## config.mk

```make
export PLATFORM = sky130hd
export DESIGN_NAME = hash_soc_host
export DESIGN_NICKNAME = d
export VERILOG_FILES = /design/src/rtl/ascon_soc_pkg.sv /design/src/rtl/soc_strobe_seq.sv /design/src/rtl/hash_soc_host.sv
export SDC_FILE = /design/constraint.sdc
export NUM_CORES = 1
export LEC_CHECK = 0
export BUFFER_PORTS_ARGS = -buffer_cell sky130_fd_sc_hd__buf_4
export CORE_MARGIN = 1
export CORE_UTILIZATION = 49
export CTS_BUF_LIST = sky130_fd_sc_hd__clkbuf_2
export CTS_CLUSTER_SIZE = 10
export DETAILED_ROUTE_END_ITERATION = 6
export HOLD_SLACK_MARGIN = 0.15
export PLACE_DENSITY_LB_ADDON = 0.08
export SLEW_MARGIN = 30
export SYNTH_ARGS = -nofsm -noshare
export SYNTH_HDL_FRONTEND = slang
export SYNTH_SLANG_ARGS = --single-unit
```

## constraint.sdc

```tcl
create_clock -name clk -period 2.1 [get_ports clk]
set_clock_uncertainty 0.15 [all_clocks]
set_input_delay 0 -clock clk [delete_from_list [all_inputs] [get_ports clk]]
set_output_delay 0 -clock clk [all_outputs]
set_load 0.005 [all_outputs]
```

## src/rtl/ascon_soc_pkg.sv

```systemverilog
// rtl/ascon_soc_pkg.sv - shared state encoding and sizing helpers for the SoC hashing host
package ascon_soc_pkg;

    localparam int SOC_BYTE_W = 8;

    typedef enum logic [2:0] {
        S_IDLE,
        S_LOAD,
        S_LGAP,
        S_START,
        S_WAIT,
        S_RD,
        S_RWAIT,
        S_DONE
    } host_state_e;

    // Counter width for values 0..n-1, never narrower than one bit.
    function automatic int clog2(input int n);
        int w;
        w = 1;
        while ((1 << w) < n) w++;
        return w;
    endfunction

endpackage

```

## src/rtl/soc_strobe_seq.sv

```systemverilog
// rtl/soc_strobe_seq.sv - post-strobe gap timer shared by the input-byte and digest-read phases
module soc_strobe_seq
    import ascon_soc_pkg::*;
#(
    parameter int GAP      = 3,
    parameter int READ_LAT = 1
) (
    input  logic clk,
    input  logic rst,
    input  logic hold,
    output logic sample,
    output logic gap_last
);

    localparam int CW = clog2(GAP + 1);

    logic [CW-1:0] cnt;

    // Restarts on every strobe cycle, so each gap counts from zero.
    always_ff @(posedge clk) begin
        if (rst || !hold) cnt <= '0;
        else              cnt <= cnt + CW'(1);
    end

    assign sample   = hold && (cnt == CW'(READ_LAT - 1));
    assign gap_last = hold && (cnt == CW'(GAP - 1));

endmodule

```

## src/rtl/hash_soc_host.sv

```systemverilog
// rtl/hash_soc_host.sv - word-to-byte-serial host master for the SocHashing port
module hash_soc_host
    import ascon_soc_pkg::*;
#(
    parameter int Y         = 40,
    parameter int L         = 256,
    parameter int GAP       = 3,
    parameter int START_LEN = 4,
    parameter int READ_LAT  = 1,
    parameter int TIMEOUT   = 4096
) (
    input  logic                  clk,
    input  logic                  rst,
    input  logic                  req_valid,
    output logic                  req_ready,
    input  logic [Y-1:0]          req_message,
    output logic                  rsp_valid,
    input  logic                  rsp_ready,
    output logic [L-1:0]          rsp_digest,
    output logic                  rsp_error,
    output logic                  reg_inputxSS,
    output logic [SOC_BYTE_W-1:0] messagexSO,
    output logic                  reg_startxSS,
    output logic                  hash_startxSO,
    input  logic                  hash_readyxSI,
    output logic                  reg_outxSS,
    input  logic [SOC_BYTE_W-1:0] hash_digestxSI
);

    // The message is always followed by one all-zero byte; a partial byte is low-zero-filled.
    localparam int NIN  = (Y + SOC_BYTE_W - 1) / SOC_BYTE_W + 1;
    localparam int MW   = NIN * SOC_BYTE_W;
    localparam int NOUT = L / SOC_BYTE_W;
    localparam int KW   = clog2(NIN);
    localparam int JW   = clog2(NOUT);
    localparam int TW   = clog2((TIMEOUT > START_LEN) ? TIMEOUT : START_LEN);

    host_state_e   state, state_n;
    logic [MW-1:0] msg_sr;
    logic [L-1:0]  digest;
    logic [KW-1:0] k;
    logic [JW-1:0] j;
    logic [TW-1:0] timer;
    logic          err;
    logic          hold, sample, gap_last;

    assign hold = (state == S_LGAP) || (state == S_RWAIT);

    soc_strobe_seq #(
        .GAP      (GAP),
        .READ_LAT (READ_LAT)
    ) u_seq (
        .clk      (clk),
        .rst      (rst),
        .hold     (hold),
        .sample   (sample),
        .gap_last (gap_last)
    );

    always_ff @(posedge clk) begin
        if (rst) begin
            state  <= S_IDLE;
            msg_sr <= '0;
            digest <= '0;
            k      <= '0;
            j      <= '0;
            timer  <= '0;
            err    <= 1'b0;
        end else begin
            state <= state_n;
            case (state)
                S_IDLE: begin
                    timer <= '0;
                    if (req_valid) begin
                        msg_sr <= MW'(req_message) << (MW - Y);
                        k      <= '0;
                        err    <= 1'b0;
                    end
                end
                S_LGAP: begin
                    if (gap_last) begin
                        k      <= k + KW'(1);
                        msg_sr <= msg_sr << SOC_BYTE_W;
                    end
                end
                // One timer serves both the start pulse and the ready timeout.
                S_START: timer <= (state_n == S_WAIT) ? '0 : timer + TW'(1);
                S_WAIT: begin
                    timer <= timer + TW'(1);
                    j     <= '0;
                    if (!hash_readyxSI && timer == TW'(TIMEOUT - 1)) err <= 1'b1;
                end
                S_RWAIT: begin
                    if (sample)   digest <= {digest[L-SOC_BYTE_W-1:0], hash_digestxSI};
                    if (gap_last) j <= j + JW'(1);
                end
                default: ;
            endcase
        end
    end

    always_comb begin
        state_n       = state;
        req_ready     = 1'b0;
        rsp_valid     = 1'b0;
        rsp_error     = 1'b0;
        reg_inputxSS  = 1'b0;
        messagexSO    = '0;
        reg_startxSS  = 1'b0;
        hash_startxSO = 1'b0;
        reg_outxSS    = 1'b0;
        case (state)
            S_IDLE: begin
                req_ready = 1'b1;
                if (req_valid) state_n = S_LOAD;
            end
            S_LOAD: begin
                reg_inputxSS = 1'b1;
                messagexSO   = msg_sr[MW-1 -: SOC_BYTE_W];
                state_n      = S_LGAP;
            end
            S_LGAP: begin
                messagexSO = msg_sr[MW-1 -: SOC_BYTE_W];
                if (gap_last) state_n = (k == KW'(NIN - 1)) ? S_START : S_LOAD;
            end
            S_START: begin
                reg_startxSS  = 1'b1;
                hash_startxSO = 1'b1;
                if (timer == TW'(START_LEN - 1)) state_n = S_WAIT;
            end
            S_WAIT: begin
                if (hash_readyxSI)                    state_n = S_RD;
                else if (timer == TW'(TIMEOUT - 1))  state_n = S_DONE;
            end
            S_RD: begin
                reg_outxSS = 1'b1;
                state_n    = S_RWAIT;
            end
            S_RWAIT: begin
                if (gap_last) state_n = (j == JW'(NOUT - 1)) ? S_DONE : S_RD;
            end
            S_DONE: begin
                rsp_valid = 1'b1;
                rsp_error = err;
                if (rsp_ready) state_n = S_IDLE;
            end
            default: state_n = S_IDLE;
        endcase
    end

    assign rsp_digest = digest;

endmodule

```

==> results of run 1 <==
per-stage QoR:
step / setup WS [ns] / setup TNS, ns / power (W)
final: -0.0233 / -0.0325 / 0.0119
after detailed placement: 0.123 / 0 / 0.00749
after global routing: -0.188 / -1.37 / 0.0124
after CTS: -0.109 / -0.701 / 0.0118
after global placement: 0.183 / 0 / 0.00748
after floorplan: 0.108 / 0 / 0.00716
cell usage after synthesis, types with 4 or more instances:
cell | number | area [um2]
or3_1 | 5 | 31.3
buf_4 | 13 | 97.6
a211oi_2 | 9 | 113
nor2b_1 | 10 | 62.6
a22oi_1 | 9 | 67.6
a21oi_1 | 270 | 1350
clkbuf_1 | 67 | 251
o21ai_0 | 7 | 35.0
and3_1 | 9 | 56.3
a211oi_1 | 24 | 180
nand3_1 | 7 | 35.0
o2111ai_1 | 4 | 35.0
nand4_1 | 4 | 25.0
buf_2 | 33 | 165
or4_1 | 4 | 30.0
dfxtp_1 | 322 | 6450
xor2_1 | 6 | 52.6
a31oi_1 | 4 | 25.0
nor2_1 | 52 | 195
nand2_1 | 524 | 1970
inv_1 | 7 | 26.3
mux2i_1 | 32 | 320
ha_1 | 7 | 87.6
worst max-delay path, stage by stage, from the launching register on:
cell,delay (ns)
dfxtp_4,0.38
buf_8,0.12
nor3b_4,0.19
buf_6,0.13
nor2_4,0.06
nor2b_2,0.16
buf_4,0.13
registers in the layout, indices dropped and copies added (netlist names):
signal / flops
err: 1
j: 5
k: 3
msg_sr: 40
rsp_digest: 256
state: 3
timer: 12
u_seq.cnt: 2
what timing repair did:
item                                    4_1_cts  5_1_grt
hold endpoints to repair                    322        0
buffers inserted                              4        4
endpoints found under the setup margin       13       12
gates cloned                                  0        0
hold buffers                                106        0
gates resized for setup                      16        1
pin swaps                                     2        4
layout make-up:
cell class | count | area [um2]
inverter | 7 | 26.3
clock buffer | 119 | 596
timing repair buffer | 482 | 4220
sequential | 322 | 6450
antenna | 2 | 5.00
clock inverter | 10 | 103
multi-input combinational | 1023 | 5040
tap | 319 | 399
fill | 1881 | 6910
kinds of logic (layout without fill, tap and decap cells):
logic type	Yosys count	in the layout	synth area share
other	0	2	0
multiplexers	32	32	0.0267
AND/OR/NAND/NOR	637	637	0.215
AO/OA/AOI/OAI	340	340	0.161
adder cells (fa/ha/maj)	7	7	0.00730
XOR/XNOR	7	7	0.00511
flip-flops	322	322	0.537
buffers and inverters	123	618	0.0474
per-layer routing:
layer	wire length, um	GRT usage
met1	14600	0.329
met2	17800	0.479
met3	3230	0.0955
met4	1390	0.146
met5	0	0
worst paths after layout:
| path | cells after the start | startpoint | to |
|---|---|---|---|
| worst min-delay path | 2 | rsp_digest[113] | rsp_digest[121] |
| worst max register to register | 6 | state[2] | msg_sr[35] |
| worst min register to register | 2 | rsp_digest[113] | rsp_digest[121] |
| worst max-delay path | 6 | state[2] | messagexSO[2] |
power breakdown:
part | internal (W) | total, W | switching (W)
clock network | 0.00173 | 0.00421 | 0.00248
registers | 0.00625 | 0.00635 | 0.000108
logic | 0.000637 | 0.00130 | 0.000663
==> impl_metrics.json, run 1 <==
{
  "rrSetupSlack_ns": 0.14,
  "cts_tree": "done",
  "place_inst": 2039,
  "core_area_um2": 23800,
  "antenna_found_initial": 2,
  "start_util": 0.505,
  "leakage_nw": 6.70,
  "yosys_warnings": 0,
  "slew_headroom": 0.666,
  "grt_max_degree": 78,
  "final_common_cell": "nand2_1",
  "drtIter0Drc": 953,
  "path_clk_slew_ns": 0.10,
  "clock_latency_ns": 0.83,
  "fin_cells": 2284,
  "io_buffers": 323,
  "cap_violations": 0,
  "whs_ns": 0.279,
  "drc": 0,
  "firstDrtPassIters": 5,
  "die_area_um2": 25100,
  "setup_viol": 2,
  "synth-edff-count": 0,
  "worst_pin_slew_ns": 0.500,
  "syn_inst": 1468,
  "hold_class": "flop to flop",
  "drive_gt1_frac": 0.270,
  "criticalPathCategory": "flop to output port",
  "design_area_um2": 16800,
  "worst_setup_path_end_kind": "output port",
  "async_flop_share": 0,
  "nets": 1978,
  "ys_types": 52,
  "max_freq_mhz": 471,
  "worstSetupStartpointType": "flop",
  "wire_per_inst_um": 16.2,
  "synth-seq-cells": 322,
  "most-common-layout-cells": "nand2_1 (524), buf_4 (349), dfxtp_1 (319)",
  "drt.antenna.violating_nets": 0,
  "die_w_um": 158,
  "grt_pass1_wl_mm": 57.1,
  "syn-num-nets": 1528,
  "status": "complete, but fails checks",
  "fin_crit_sh": 1.01,
  "violations": "setup timing",
  "slew_violations": 0,
  "globalplace.congestion": 0.887,
  "synth-seq-area-share": 0.537,
  "io_pins": 324,
  "rows": 56,
  "cts-htree-levels": 3,
  "min_period_ns": 2.12,
  "via_per_inst": 5.18,
  "cts.sinks": 322,
  "cts_max_path_buffers": 3,
  "dpl_cell_area_um2": 14900,
  "grt_overflow_total": 0,
  "chipHeight_um": 158,
  "hold_viol": 0,
  "ys.flop_type": "dfxtp_1",
  "syn_to_final_growth_pct": 40.4,
  "wl_mm": 37.0,
  "track_usage": 0.288,
  "worstPathRequired_ns": 1.95,
  "cts-root-buf": "clkbuf_2",
  "rsz0062_at_grt": "true",
  "num_vias": 11800,
  "cts_buffers": 82,
  "grt_pass1_vias": 11300,
  "ir_drop_mv": 0.440,
  "power_density_nw_per_um2": 704,
  "synth_area_um2": 12000,
  "cp_max_fo": 8,
  "dpl.hpwl_mm": 22.7,
  "finalWorstSetupSlack_ns": -0.0233,
  "post-route-util": 0.709,
  "cp.arrival_ns": 1.97,
  "avgSynthCellArea_um2": 8.17
}
Power figures use the tool's default switching activity.
==> run 2, diff against run 1 <==
--- a/config.mk
+++ b/config.mk
@@ -12,7 +12,7 @@
 export CTS_CLUSTER_SIZE = 10
 export DETAILED_ROUTE_END_ITERATION = 6
 export HOLD_SLACK_MARGIN = 0.15
-export PLACE_DENSITY_LB_ADDON = 0.08
+export PLACE_DENSITY = 0.78
 export SLEW_MARGIN = 30
 export SYNTH_ARGS = -nofsm -noshare
 export SYNTH_HDL_FRONTEND = slang
==> run 2 against run 1 <==
Effect of this change: the run still ends with setup timing left; sequential cell count stayed put; clock power hardly changed; global-route usage is 0.54 points higher; highest routed layer unchanged.
==> impl_metrics.json, run 2 (synthesis gave the netlist of run 1 again) <==
{
  "status": "complete, but fails checks",
  "violations": "setup timing",
  "leakage_nw": 6.68,
  "dpl_cell_area_um2": 14700,
  "num_vias": 12200,
  "drtIter0Drc": 1071,
  "cts-htree-levels": 3,
  "worstSetupStartpointType": "flop",
  "grt_pass1_wl_mm": 58.0,
  "design_area_um2": 16800,
  "nets": 1975,
  "whs_ns": 0.304,
  "start_util": 0.505,
  "worstHoldEndpoint": "rsp_digest[141]",
  "drc": 0,
  "worstHoldStart": "rsp_digest[133]",
  "drt.antenna.violating_nets": 0,
  "hold_class": "flop to flop",
  "cp_max_fo": 8,
  "fin_crit_sh": 1.06,
  "die_w_um": 158,
  "io_buffers": 323,
  "path_clk_slew_ns": 0.10,
  "rsz0062_at_grt": "true",
  "whs_path_depth": 2,
  "final_common_cell": "nand2_1",
  "core_area_um2": 23800,
  "chipHeight_um": 158,
  "power_density_nw_per_um2": 719,
  "setup_viol": 10,
  "firstDrtPassIters": 7,
  "min_period_ns": 2.23,
  "reg2reg_from": "state[2]",
  "wire_per_inst_um": 16.9,
  "syn_to_final_growth_pct": 39.9,
  "track_usage": 0.293,
  "hold_viol": 0,
  "die_area_um2": 25100,
  "antenna_found_initial": 2,
  "worst_pin_slew_ns": 0.585,
  "io_pins": 324,
  "dpl.hpwl_mm": 22.0,
  "most-common-layout-cells": "nand2_1 (524), buf_4 (352), dfxtp_1 (318)",
  "worstPathRequired_ns": 1.95,
  "r2r_cells": 8,
  "cap_violations": 0,
  "slew_headroom": 0.610,
  "cts_tree": "done",
  "cts_max_path_buffers": 3,
  "via_per_inst": 5.32,
  "max_freq_mhz": 449,
  "globalplace.congestion": 0.815,
  "slew_violations": 0,
  "cts-root-buf": "clkbuf_2",
  "grt_pass1_vias": 11400,
  "cts_buffers": 82,
  "ir_drop_mv": 0.458,
  "grt_overflow_total": 0,
  "rows": 56,
  "worst_setup_path_end_kind": "output port",
  "largest_register_ffs": 256,
  "cp.arrival_ns": 2.08,
  "grt_max_degree": 130,
  "criticalPathCategory": "flop to output port",
  "reg2reg_to": "msg_sr[40]",
  "drive_gt1_frac": 0.272,
  "power_w": 0.0121,
  "finalWorstSetupSlack_ns": -0.128,
  "rrSetupSlack_ns": 0,
  "clock_latency_ns": 0.87,
  "cts.sinks": 322,
  "wl_mm": 38.8
}
-- run 2: changes by cell type in the layout (fill, tap and decap cells not counted), moves of 2 or more --
cell and delta:
and3_1 -2, and3_4 +2, buf_12 -13, buf_4 +3, buf_6 +6, clkbuf_2 +5
clkinv_1 +9
-- run 2: through the flow --
step | setup TNS [ns] | setup WS (ns) | instances | util
after floorplan | 0 | 0.108 | 1468 | -
after global placement | 0 | 0.154 | 2025 | 0.618
after detailed placement | 0 | 0.0490 | 2025 | 0.618
after CTS | -0.816 | -0.112 | 2281 | 0.700
after global routing | -1.89 | -0.228 | 2294 | 0.706
final | -0.828 | -0.128 | 2295 | 0.707
-- run 2: final cells by class --
| cell class | instances | area (um2) |
|---|---|---|
| well taps | 319 | 399 |
| inverters | 7 | 26.3 |
| flip-flops and latches | 322 | 6460 |
| clock buffers | 124 | 621 |
| clock inverters | 18 | 108 |
| diodes | 3 | 7.51 |
| fillers | 1820 | 6970 |
| multi-input cells | 1023 | 5070 |
| repair buffers | 479 | 4090 |
-- run 2: metal layers --
layer / GRT usage / part of all wire / vias up
met2: 0.486 / 0.49 / 583
met5: 0 / 0 / -
met1: 0.331 / 0.37 / 5660
met4: 0.174 / 0.056 / 0
li1: - / - / 5803
met3: 0.0909 / 0.085 / 167
-- run 2: what timing repair did --
action,4_1_cts,5_1_grt
hold buffers,106,0
endpoints found under the setup margin,13,45
gates resized for setup,14,15
hold endpoints to repair,322,0
pin swaps,1,2
buffers inserted,7,11
gates cloned,1,1
-- run 2: power by group --
part           switching, W  internal (W)
Sequential         0.000127       0.00625
Clock               0.00254       0.00169
Combinational      0.000767      0.000706
Total               0.00343       0.00864
-- run 2: worst max path at each step --
stage / depth (start not counted) / from / endpoint / slack (ns)
after floorplan: 5 / timer[0] / timer[1] / 0.11
after global placement: 5 / timer[1] / timer[4] / 0.15
after detailed placement: 5 / timer[1] / timer[2] / 0.05
after CTS: 6 / state[2] / messagexSO[2] / -0.11
after global routing: 6 / state[2] / messagexSO[4] / -0.23
final: 6 / state[2] / messagexSO[4] / -0.13
-- run 2: worst max-delay path: stages, from the launching register on --
cell	delay (ns)
dfxtp_4	0.36
buf_6	0.13
nor3b_4	0.25
buf_12	0.15
nor2_4	0.05
nor2b_2	0.16
buf_4	0.14
